[config.mk]
export PLATFORM = sky130hd
export DESIGN_NAME = door_lock_controller_flat
export DESIGN_NICKNAME = d
export VERILOG_FILES = /design/src/rtl/door_lock_controller_if.sv /design/src/rtl/door_lock_controller.sv /design/src/flat_wrapper.sv
export SDC_FILE = /design/constraint.sdc
export NUM_CORES = 1
export LEC_CHECK = 0
export BUFFER_PORTS_ARGS = -buffer_cell sky130_fd_sc_hd__buf_2
export CAP_MARGIN = 30
export CELL_PAD_IN_SITES_DETAIL_PLACEMENT = 1
export CELL_PAD_IN_SITES_GLOBAL_PLACEMENT = 2
export CORE_MARGIN = 8
export CORE_UTILIZATION = 41
export CTS_CLUSTER_SIZE = 24
export DETAILED_ROUTE_END_ITERATION = 6
export PLACE_DENSITY = 0.78
export SYNTH_ARGS = -nofsm -noshare
export SYNTH_HDL_FRONTEND = slang
export SYNTH_SLANG_ARGS = --single-unit
[constraint.sdc]
create_clock -name Clk -period 2.7 [get_ports Clk]
set_clock_uncertainty 0.2 [all_clocks]
set_input_delay 0.675 -clock Clk [delete_from_list [all_inputs] [get_ports Clk]]
set_output_delay 0.675 -clock Clk [all_outputs]
set_load 0.005 [all_outputs]
[src/rtl/door_lock_controller_if.sv]
// Keypad-side and lock-side signal bundle for the door lock controller.
// Latency: none, wiring only.
// Backpressure: none; Key_Valid is a single-cycle strobe that the controller accepts or drops.
interface door_lock_controller_if #(
    parameter int CODE_LEN  = 4,
    parameter int DIGIT_W   = 4,
    parameter int MAX_TRIES = 3
);
    localparam int CNT_W  = $clog2(CODE_LEN + 1);
    localparam int FAIL_W = $clog2(MAX_TRIES + 1);

    logic [DIGIT_W-1:0] Key;
    logic               Key_Valid;
    logic               Prog_Req;
    logic               Unlock;
    logic               Err;
    logic               Locked_Out;
    logic               Prog_Active;
    logic [CNT_W-1:0]   Digit_Cnt;
    logic [FAIL_W-1:0]  Fail_Cnt;

    // Keypad / supervisor side: drives keys and programming requests, watches status.
    modport master (
        output Key, Key_Valid, Prog_Req,
        input  Unlock, Err, Locked_Out, Prog_Active, Digit_Cnt, Fail_Cnt
    );

    // Controller side.
    modport slave (
        input  Key, Key_Valid, Prog_Req,
        output Unlock, Err, Locked_Out, Prog_Active, Digit_Cnt, Fail_Cnt
    );
endinterface

[src/rtl/door_lock_controller.sv]
// Keypad door lock sequencer: collects digits, checks/reprograms the code, unlock, lockout, timeout.
// Latency: final digit sampled at edge N -> CHECK in cycle N+1 -> Unlock or Err in cycle N+2.
// Backpressure: none; Key_Valid outside IDLE/ENTRY/PROG is dropped, never queued.
module door_lock_controller #(
    parameter int                            CODE_LEN       = 4,
    parameter int                            DIGIT_W        = 4,
    parameter logic [CODE_LEN*DIGIT_W-1:0]   DEFAULT_CODE   = 16'h1234,
    parameter int                            OPEN_CYCLES    = 8,
    parameter int                            MAX_TRIES      = 3,
    parameter int                            LOCKOUT_CYCLES = 16,
    parameter int                            TIMEOUT_CYCLES = 32
) (
    input  logic                  Clk,
    input  logic                  Rst_n,
    door_lock_controller_if.slave bus
);
    localparam int CODE_W = CODE_LEN * DIGIT_W;
    localparam int CNT_W  = $clog2(CODE_LEN + 1);
    localparam int FAIL_W = $clog2(MAX_TRIES + 1);
    localparam int TMAX0  = (OPEN_CYCLES > LOCKOUT_CYCLES) ? OPEN_CYCLES : LOCKOUT_CYCLES;
    localparam int TMAX   = (TIMEOUT_CYCLES > TMAX0) ? TIMEOUT_CYCLES : TMAX0;
    localparam int TMR_W  = $clog2(TMAX + 1);

    // Terminal values: a phase ends on the edge where its timer already shows "last cycle".
    localparam logic [TMR_W-1:0]  TMO_LAST  = TMR_W'(TIMEOUT_CYCLES - 1);
    localparam logic [TMR_W-1:0]  OPEN_LAST = TMR_W'(OPEN_CYCLES - 1);
    localparam logic [TMR_W-1:0]  LOCK_LAST = TMR_W'(LOCKOUT_CYCLES - 1);
    localparam logic [CNT_W-1:0]  CNT_LAST  = CNT_W'(CODE_LEN - 1);
    localparam logic [CNT_W-1:0]  CNT_FULL  = CNT_W'(CODE_LEN);
    localparam logic [FAIL_W-1:0] FAIL_LAST = FAIL_W'(MAX_TRIES - 1);

    typedef enum logic [2:0] {
        IDLE    = 3'd0,
        ENTRY   = 3'd1,
        CHECK   = 3'd2,
        OPEN    = 3'd3,
        PROG    = 3'd4,
        LOCKOUT = 3'd5
    } state_t;

    state_t              state;
    logic [CODE_W-1:0]   code;
    logic [CODE_W-1:0]   entry_buf;
    logic [CODE_W-1:0]   entry_next;
    logic [CNT_W-1:0]    digit_cnt;
    logic [FAIL_W-1:0]   fail_cnt;
    logic [TMR_W-1:0]    timer;
    logic                unlock;
    logic                err;
    logic                locked_out;
    logic                prog_active;

    // Entry buffer with the incoming digit written into the slot selected by the digit count,
    // so the first digit of a sequence lands in the most-significant position.
    always_comb begin
        entry_next = entry_buf;
        for (int i = 0; i < CODE_LEN; i++) begin
            if (digit_cnt == CNT_W'(CODE_LEN - 1 - i)) begin
                entry_next[i*DIGIT_W +: DIGIT_W] = bus.Key;
            end
        end
    end

    // Main sequencer: state, stored code, counters, timer and all registered outputs.
    always_ff @(posedge Clk or negedge Rst_n) begin
        if (!Rst_n) begin
            state       <= IDLE;
            code        <= DEFAULT_CODE;
            entry_buf   <= '0;
            digit_cnt   <= '0;
            fail_cnt    <= '0;
            timer       <= '0;
            unlock      <= 1'b0;
            err         <= 1'b0;
            locked_out  <= 1'b0;
            prog_active <= 1'b0;
        end else begin
            err <= 1'b0;
            case (state)
                IDLE: begin
                    timer <= '0;
                    if (bus.Key_Valid) begin
                        entry_buf <= entry_next;
                        digit_cnt <= CNT_W'(1);
                        state     <= ENTRY;
                    end
                end

                ENTRY: begin
                    if (bus.Key_Valid) begin
                        // A strobe on the timeout edge still counts as a digit.
                        entry_buf <= entry_next;
                        timer     <= '0;
                        if (digit_cnt == CNT_LAST) begin
                            digit_cnt <= CNT_FULL;
                            state     <= CHECK;
                        end else begin
                            digit_cnt <= digit_cnt + CNT_W'(1);
                        end
                    end else if (timer == TMO_LAST) begin
                        digit_cnt <= '0;
                        timer     <= '0;
                        state     <= IDLE;
                    end else begin
                        timer <= timer + TMR_W'(1);
                    end
                end

                CHECK: begin
                    digit_cnt <= '0;
                    timer     <= '0;
                    if (entry_buf == code) begin
                        fail_cnt <= '0;
                        unlock   <= 1'b1;
                        state    <= OPEN;
                    end else begin
                        err      <= 1'b1;
                        fail_cnt <= fail_cnt + FAIL_W'(1);
                        if (fail_cnt == FAIL_LAST) begin
                            locked_out <= 1'b1;
                            state      <= LOCKOUT;
                        end else begin
                            state <= IDLE;
                        end
                    end
                end

                OPEN: begin
                    // A programming request beats the normal expiry, even on the last cycle.
                    if (bus.Prog_Req) begin
                        unlock      <= 1'b0;
                        prog_active <= 1'b1;
                        digit_cnt   <= '0;
                        timer       <= '0;
                        state       <= PROG;
                    end else if (timer == OPEN_LAST) begin
                        unlock <= 1'b0;
                        timer  <= '0;
                        state  <= IDLE;
                    end else begin
                        timer <= timer + TMR_W'(1);
                    end
                end

                PROG: begin
                    if (bus.Key_Valid) begin
                        entry_buf <= entry_next;
                        timer     <= '0;
                        if (digit_cnt == CNT_LAST) begin
                            code        <= entry_next;
                            digit_cnt   <= '0;
                            prog_active <= 1'b0;
                            state       <= IDLE;
                        end else begin
                            digit_cnt <= digit_cnt + CNT_W'(1);
                        end
                    end else if (timer == TMO_LAST) begin
                        // Abandoned programming leaves the stored code untouched.
                        digit_cnt   <= '0;
                        timer       <= '0;
                        prog_active <= 1'b0;
                        state       <= IDLE;
                    end else begin
                        timer <= timer + TMR_W'(1);
                    end
                end

                LOCKOUT: begin
                    if (timer == LOCK_LAST) begin
                        fail_cnt   <= '0;
                        locked_out <= 1'b0;
                        timer      <= '0;
                        state      <= IDLE;
                    end else begin
                        timer <= timer + TMR_W'(1);
                    end
                end

                default: begin
                    state       <= IDLE;
                    digit_cnt   <= '0;
                    timer       <= '0;
                    unlock      <= 1'b0;
                    locked_out  <= 1'b0;
                    prog_active <= 1'b0;
                end
            endcase
        end
    end

    assign bus.Unlock      = unlock;
    assign bus.Err         = err;
    assign bus.Locked_Out  = locked_out;
    assign bus.Prog_Active = prog_active;
    assign bus.Digit_Cnt   = digit_cnt;
    assign bus.Fail_Cnt    = fail_cnt;
endmodule

[src/flat_wrapper.sv]
// flat-port wrapper written by rule: the top's interface ports become plain ports
module door_lock_controller_flat 
#(
    parameter int                            CODE_LEN       = 4,
    parameter int                            DIGIT_W        = 4,
    parameter logic [CODE_LEN*DIGIT_W-1:0]   DEFAULT_CODE   = 16'h1234,
    parameter int                            OPEN_CYCLES    = 8,
    parameter int                            MAX_TRIES      = 3,
    parameter int                            LOCKOUT_CYCLES = 16,
    parameter int                            TIMEOUT_CYCLES = 32
)
  (Clk, Rst_n, bus_Key, bus_Key_Valid, bus_Prog_Req, bus_Unlock, bus_Err, bus_Locked_Out, bus_Prog_Active, bus_Digit_Cnt, bus_Fail_Cnt);
  door_lock_controller_if #(.CODE_LEN(CODE_LEN), .DIGIT_W(DIGIT_W), .MAX_TRIES(MAX_TRIES)) bus_i ();
  input  logic Clk;
  input  logic Rst_n;
  input wire logic [$bits(bus_i.Key)-1:0] bus_Key;
  input wire logic [$bits(bus_i.Key_Valid)-1:0] bus_Key_Valid;
  input wire logic [$bits(bus_i.Prog_Req)-1:0] bus_Prog_Req;
  output wire logic [$bits(bus_i.Unlock)-1:0] bus_Unlock;
  output wire logic [$bits(bus_i.Err)-1:0] bus_Err;
  output wire logic [$bits(bus_i.Locked_Out)-1:0] bus_Locked_Out;
  output wire logic [$bits(bus_i.Prog_Active)-1:0] bus_Prog_Active;
  output wire logic [$bits(bus_i.Digit_Cnt)-1:0] bus_Digit_Cnt;
  output wire logic [$bits(bus_i.Fail_Cnt)-1:0] bus_Fail_Cnt;
  assign bus_i.Key = bus_Key;
  assign bus_i.Key_Valid = bus_Key_Valid;
  assign bus_i.Prog_Req = bus_Prog_Req;
  assign bus_Unlock = bus_i.Unlock;
  assign bus_Err = bus_i.Err;
  assign bus_Locked_Out = bus_i.Locked_Out;
  assign bus_Prog_Active = bus_i.Prog_Active;
  assign bus_Digit_Cnt = bus_i.Digit_Cnt;
  assign bus_Fail_Cnt = bus_i.Fail_Cnt;
  door_lock_controller #(.CODE_LEN(CODE_LEN), .DIGIT_W(DIGIT_W), .DEFAULT_CODE(DEFAULT_CODE), .OPEN_CYCLES(OPEN_CYCLES), .MAX_TRIES(MAX_TRIES), .LOCKOUT_CYCLES(LOCKOUT_CYCLES), .TIMEOUT_CYCLES(TIMEOUT_CYCLES)) u_core (.Clk(Clk), .Rst_n(Rst_n), .bus(bus_i));
endmodule
-- After elaboration in Yosys (flattened, before gate mapping)
Index checks and enable logic that the tools add are counted.
Widths: inputs -> output; s select.
- word-level logic and storage cells: 103
- output and inout bits: 9
- flip-flop bits (word level): 50
- input bits: 8
- eq/ne operators: 23
- multiplexer cells: 47
- add/sub/neg operators: 3
- bitwise logic cells: 4
- reductions and logical operators: 16
- operator list (kind ; number):
    $mux 3 ; 17
    $mux 6 ; 5
    $pmux 3 s6 ; 1
    $pmux 6 s3 ; 1
    $eq 16x16->1 ; 1
    $mux 4 ; 4
    $pmux 3 s5 ; 1
    $eq 3x2->1 const B ; 4
    $mux 1 ; 12
    $ne 3x2->1 const B ; 4
    $reduce_or 4->1 ; 3
    $pmux 1 s3 ; 3
    $reduce_and 3->1 ; 3
    $reduce_and 4->1 ; 2
    $add 6x1->6 const B ; 1
    $eq 3x1->1 const B ; 2
    $eq 3x3->1 const B ; 2
    $eq 6x3->1 const B ; 1
    $eq 6x4->1 const B ; 1
    $eq 6x5->1 const B ; 1
    $logic_not 3->1 ; 2
    $ne 2x1->1 const B ; 3
    $ne 2x2->1 const B ; 3
    $reduce_and 5->1 ; 1
    10 further kinds ; 15

-- Longest topological paths before layout
- word-level depth: 4
- depth in mapped cells: 7
- depth with buffers taken out: 7

-- Worst setup path after synthesis
Ideal clock, no wire load.
- path type: input port to flip-flop
- from: input port bus_Key_Valid
- to: register u_core.entry_buf[4]
- data required time: 2.375 ns
- stages: 4
- arrival time: 1.576 ns
- path slack: 0.799 ns
- buffers on the path: 0
- setup time: 0.125 ns
- cell sequence: nor2b_4 -> a21boi_4 -> nand2_4 -> mux2_4
- longest elaborated chain between the ends: 1
- ends and longest elaborated chain (what ; line ; source):
    from (decl) ; flat_wrapper.sv:17 ; input wire logic [$bits(bus_i.Key_Valid)-1:0] bus_Key_Valid;
    $reduce_and 2->1 (no line) ; - ;
    to (signal assigned) ; door_lock_controller.sv:83 ; entry_buf <= entry_next;
    to (signal assigned) ; door_lock_controller.sv:92 ; entry_buf <= entry_next;
    to (signal assigned) ; door_lock_controller.sv:147 ; entry_buf <= entry_next;
    to (decl) ; door_lock_controller.sv:43 ; logic [CODE_W-1:0] entry_buf;
Every way passes these cells.
A chain may end at the register's enable or synchronous reset.

-- Worst setup path in the final report
- from: register u_core.code[4]
- to: register u_core.fail_cnt[1] (netlist: u_core.bus.Fail_Cnt[1])
- longest elaborated chain between the ends: 3
- ends and longest elaborated chain (what ; line ; source):
    from (decl) ; door_lock_controller.sv:42 ; logic [CODE_W-1:0] code;
    from (signal assigned) ; door_lock_controller.sv:150 ; code <= entry_next;
    $eq 16x16->1 ; door_lock_controller.sv:112 ; if (entry_buf == code) begin
    $mux 2 ; door_lock_controller.sv:112 ;
    $pmux 2 s2 ; door_lock_controller.sv:79 ; case (state)
    to (signal assigned) ; door_lock_controller.sv:118 ; fail_cnt <= fail_cnt + FAIL_W'(1);
    to (decl) ; door_lock_controller.sv:46 ; logic [FAIL_W-1:0] fail_cnt;
Every way passes these cells.

==> out/metrics.json <==
{
  "status": {
    "result_of_the_run": "completed"
  },
  "place": {
    "routabilityCongestion": 0.807,
    "pre_cts_ws_ns": 0.399,
    "i_o_buffers": 16,
    "placed_cells_incl_taps": 350,
    "total_half_perimeter_wirelength_after_legalization_and_detailed_placement_um": 4700
  },
  "critical_path": {
    "ff2ff_path_depth": 5,
    "timing.critical_path.fanout_max": 5,
    "r2r_start": "u_core.code[4]",
    "rr_endpoint": "u_core.bus.Fail_Cnt[1]",
    "rrSetupSlack_ns": 0.58,
    "worst-endpoint-arrival_ns": 2.10,
    "setup.worst_path.end_class": "flip-flop",
    "timing_worst_setup_path_type": "flip-flop to flip-flop",
    "worstPathRequired_ns": 2.68,
    "setup.worst_path.start_class": "flip-flop"
  },
  "synthesis": {
    "ys_async_sr_fraction": 1.00,
    "synth_top_flop_cell": "dfrtp_1",
    "syn-cell-area_sq_mm": 0.00281,
    "synth_edf_count": 0,
    "synthDistinctLibCells": 51,
    "yosys_register_bits": 50,
    "yosysSeqAreaShare": 0.447,
    "synthesis.yosys.warnings": 0,
    "postSynthCellCount": 259,
    "synth.net_count": 275,
    "post_synth.cell_area_avg_sq_um": 10.9
  },
  "cells_and_area": {
    "num-nets-final": 293,
    "layout.cells.non_filler": 358,
    "post_route_cells_drive_above_1_share": 0.252,
    "areaGrowthSynthToFinish_pct": 9.57,
    "diode_count": 0,
    "post_layout_utilization_of_the_core": 0.458
  },
  "timing": {
    "fmax_ghz": 0.471,
    "post_route_fraction_of_the_period_consumed_by_the_critical_path": 0.786,
    "maxSlewHeadroom": 0.561,
    "worst_slew_pin_slew_ns": 0.658,
    "setup_viol": 0,
    "timing_hold_violations_final": 0,
    "finalCriticalPeriod_ns": 2.12,
    "slew_violations": 0,
    "setup_slack_ns": 0.578,
    "grt_setup_unrepaired": "false",
    "setup_tns_ns": 0
  },
  "routing": {
    "drt.antenna.violating_nets": 0,
    "totalWireLength_um": 6490,
    "via_per_inst": 5.42,
    "drt_first_pass_iters": 4,
    "first_iter_violations": 85,
    "wl_per_cell_um": 18.1,
    "route.vias.total": 1942,
    "drc": 0
  },
  "power": {
    "post-layout-total-power_uw": 2980,
    "pwr_density_cell_mw_per_mm2": 967,
    "p_leak_uw": 0.00143,
    "worst_ir_drop_on_vdd_mv": 0.347
  },
  "cts": {
    "cts.hold.buffers_added": 0,
    "cts.repair.resized": 0,
    "htree_levels": 2,
    "worst_skew_pair.late_latency_ns": 0.31,
    "cts.path.max_buffers": 2,
    "cts-buffers-inserted": 5,
    "cts.reportedPaths.clkPinSlew_ns": 0.11,
    "post_cts_buffers": 0,
    "clk_root_buffer_cell": "clkbuf_8",
    "cts_num_sinks": 50,
    "cts_tree": "done"
  },
  "floorplan": {
    "die_footprint_sq_mm": 0.00976,
    "io_pins": 17,
    "start_util": 0.418,
    "die_width_um": 98.8,
    "die-height_um": 98.8,
    "fp-row-count": 30,
    "placeableCoreArea_sq_mm": 0.00672
  },
  "grt": {
    "first_pass_grt_wire_length_um": 11400,
    "grt_pass1_vias": 2140,
    "groute.usage.overall": 0.145,
    "grt_max_degree": 51,
    "grt_overflow": 0,
    "initial_antenna_violation_count": 0
  },
  "min_path": {
    "worst_hold_path_type": "input port to async pin"
  },
  "flow_run": {
    "max_cap_viol_count": 0
  }
}
## area by class of cell
| cell class | instances | area [sq um] |
|---|---|---|
| clock buffer | 5 | 68.8 |
| clock inverter | 3 | 28.8 |
| fill | 756 | 3640 |
| inverter | 10 | 37.5 |
| multi-input combinational | 187 | 1460 |
| sequential | 50 | 1260 |
| tap | 80 | 100 |
| timing repair buffer | 23 | 133 |
## power by group
part	switching [uW]	total [uW]	internal (uW)	leakage (uW)
clock	294	487	193	0.0000502
combinational	619	1230	616	0.000749
sequential	258	1260	998	0.000631
total	1170	2980	1810	0.00143
## cell usage in the layout (no fill, tap or decap), types with 3 or more instances in the layout
cell type,n
xor2_1,19
dfstp_2,5
nor2b_1,6
o211ai_1,3
buf_2,16
nor2_1,14
clkbuf_8,5
nand2b_1,3
inv_1,9
nor3_1,3
nand2_1,24
nand2_4,4
o21ai_0,20
ha_1,8
dfrtp_1,45
mux2_2,8
nor4_1,4
mux2_4,12
mux2i_1,12
o22ai_1,3
nand3_1,6
buf_4,7
a21oi_1,5
## cells in the mapped netlist (4+ instances only)
| master | count | area, sq um |
|---|---|---|
| nor2b_1 | 6 | 37.5 |
| clkbuf_1 | 4 | 15.0 |
| buf_2 | 4 | 20.0 |
| mux2i_1 | 12 | 120 |
| nand2_1 | 24 | 90.1 |
| mux2_4 | 12 | 180 |
| a21oi_1 | 5 | 25.0 |
| nand3_1 | 6 | 30.0 |
| mux2_2 | 8 | 90.1 |
| o21ai_0 | 20 | 100 |
| dfrtp_1 | 45 | 1130 |
| nand2_4 | 4 | 45.0 |
| xor2_1 | 19 | 166 |
| nor2_1 | 14 | 52.6 |
| nor4_1 | 4 | 25.0 |
| dfstp_2 | 5 | 131 |
| inv_1 | 9 | 33.8 |
| ha_1 | 8 | 100 |
## sequential cells by signal, summed over array words and instances, names as in the netlist, 2 cells and up
| signal | count |
|---|---|
| u_core.state | 3 |
| u_core.bus.Digit_Cnt | 3 |
| u_core.bus.Fail_Cnt | 2 |
| u_core.entry_buf | 16 |
| u_core.timer | 6 |
| u_core.code | 16 |
## worst max-delay path, stage by stage (launching register included)
cell and delay, ns:
dfstp_2 0.56, xor2_1 0.08, nor4_1 0.45, nand4_1 0.32, nand3_1 0.28, o22ai_1 0.11
## how the worst max path moves through the flow
| stage | to | cells after the start | start |
|---|---|---|---|
| 6_report | u_core.bus.Fail_Cnt[1] | 5 | u_core.code[4] |
| 5_1_grt | u_core.bus.Fail_Cnt[1] | 5 | u_core.code[4] |
| 4_1_cts | u_core.bus.Fail_Cnt[1] | 5 | u_core.code[4] |
| 3_5_place_dp | u_core.entry_buf[10] | 5 | bus_Key_Valid |
| 3_3_place_gp | u_core.entry_buf[11] | 5 | bus_Key_Valid |
| 2_1_floorplan | u_core.entry_buf[4] | 4 | bus_Key_Valid |
## stage by stage
step | hold slack, ns | instance area (sq um)
2_1_floorplan | 0.179 | 2810
6_report | 0.253 | 3080
3_3_place_gp | 0.275 | 2980
5_1_grt | 0.312 | 3080
3_5_place_dp | 0.284 | 2980
4_1_cts | 0.287 | 3080
## metal layers
metal,global-route usage,part of all wire
met1,0.208,0.53
met2,0.220,0.44
met3,0.0226,0.020
met4,0.0390,0.010
met5,0,0
## cell families after synthesis
kind of cell	after synthesis	synth area share
flip-flops	50	0.447
AND/OR/NAND/NOR	73	0.142
AO/OA/AOI/OAI	53	0.136
multiplexers	32	0.139
XOR/XNOR	21	0.0654
adder cells (fa/ha/maj)	8	0.0356
buffers and inverters	22	0.0352
Note: power is estimated with default switching activity, not from simulation.
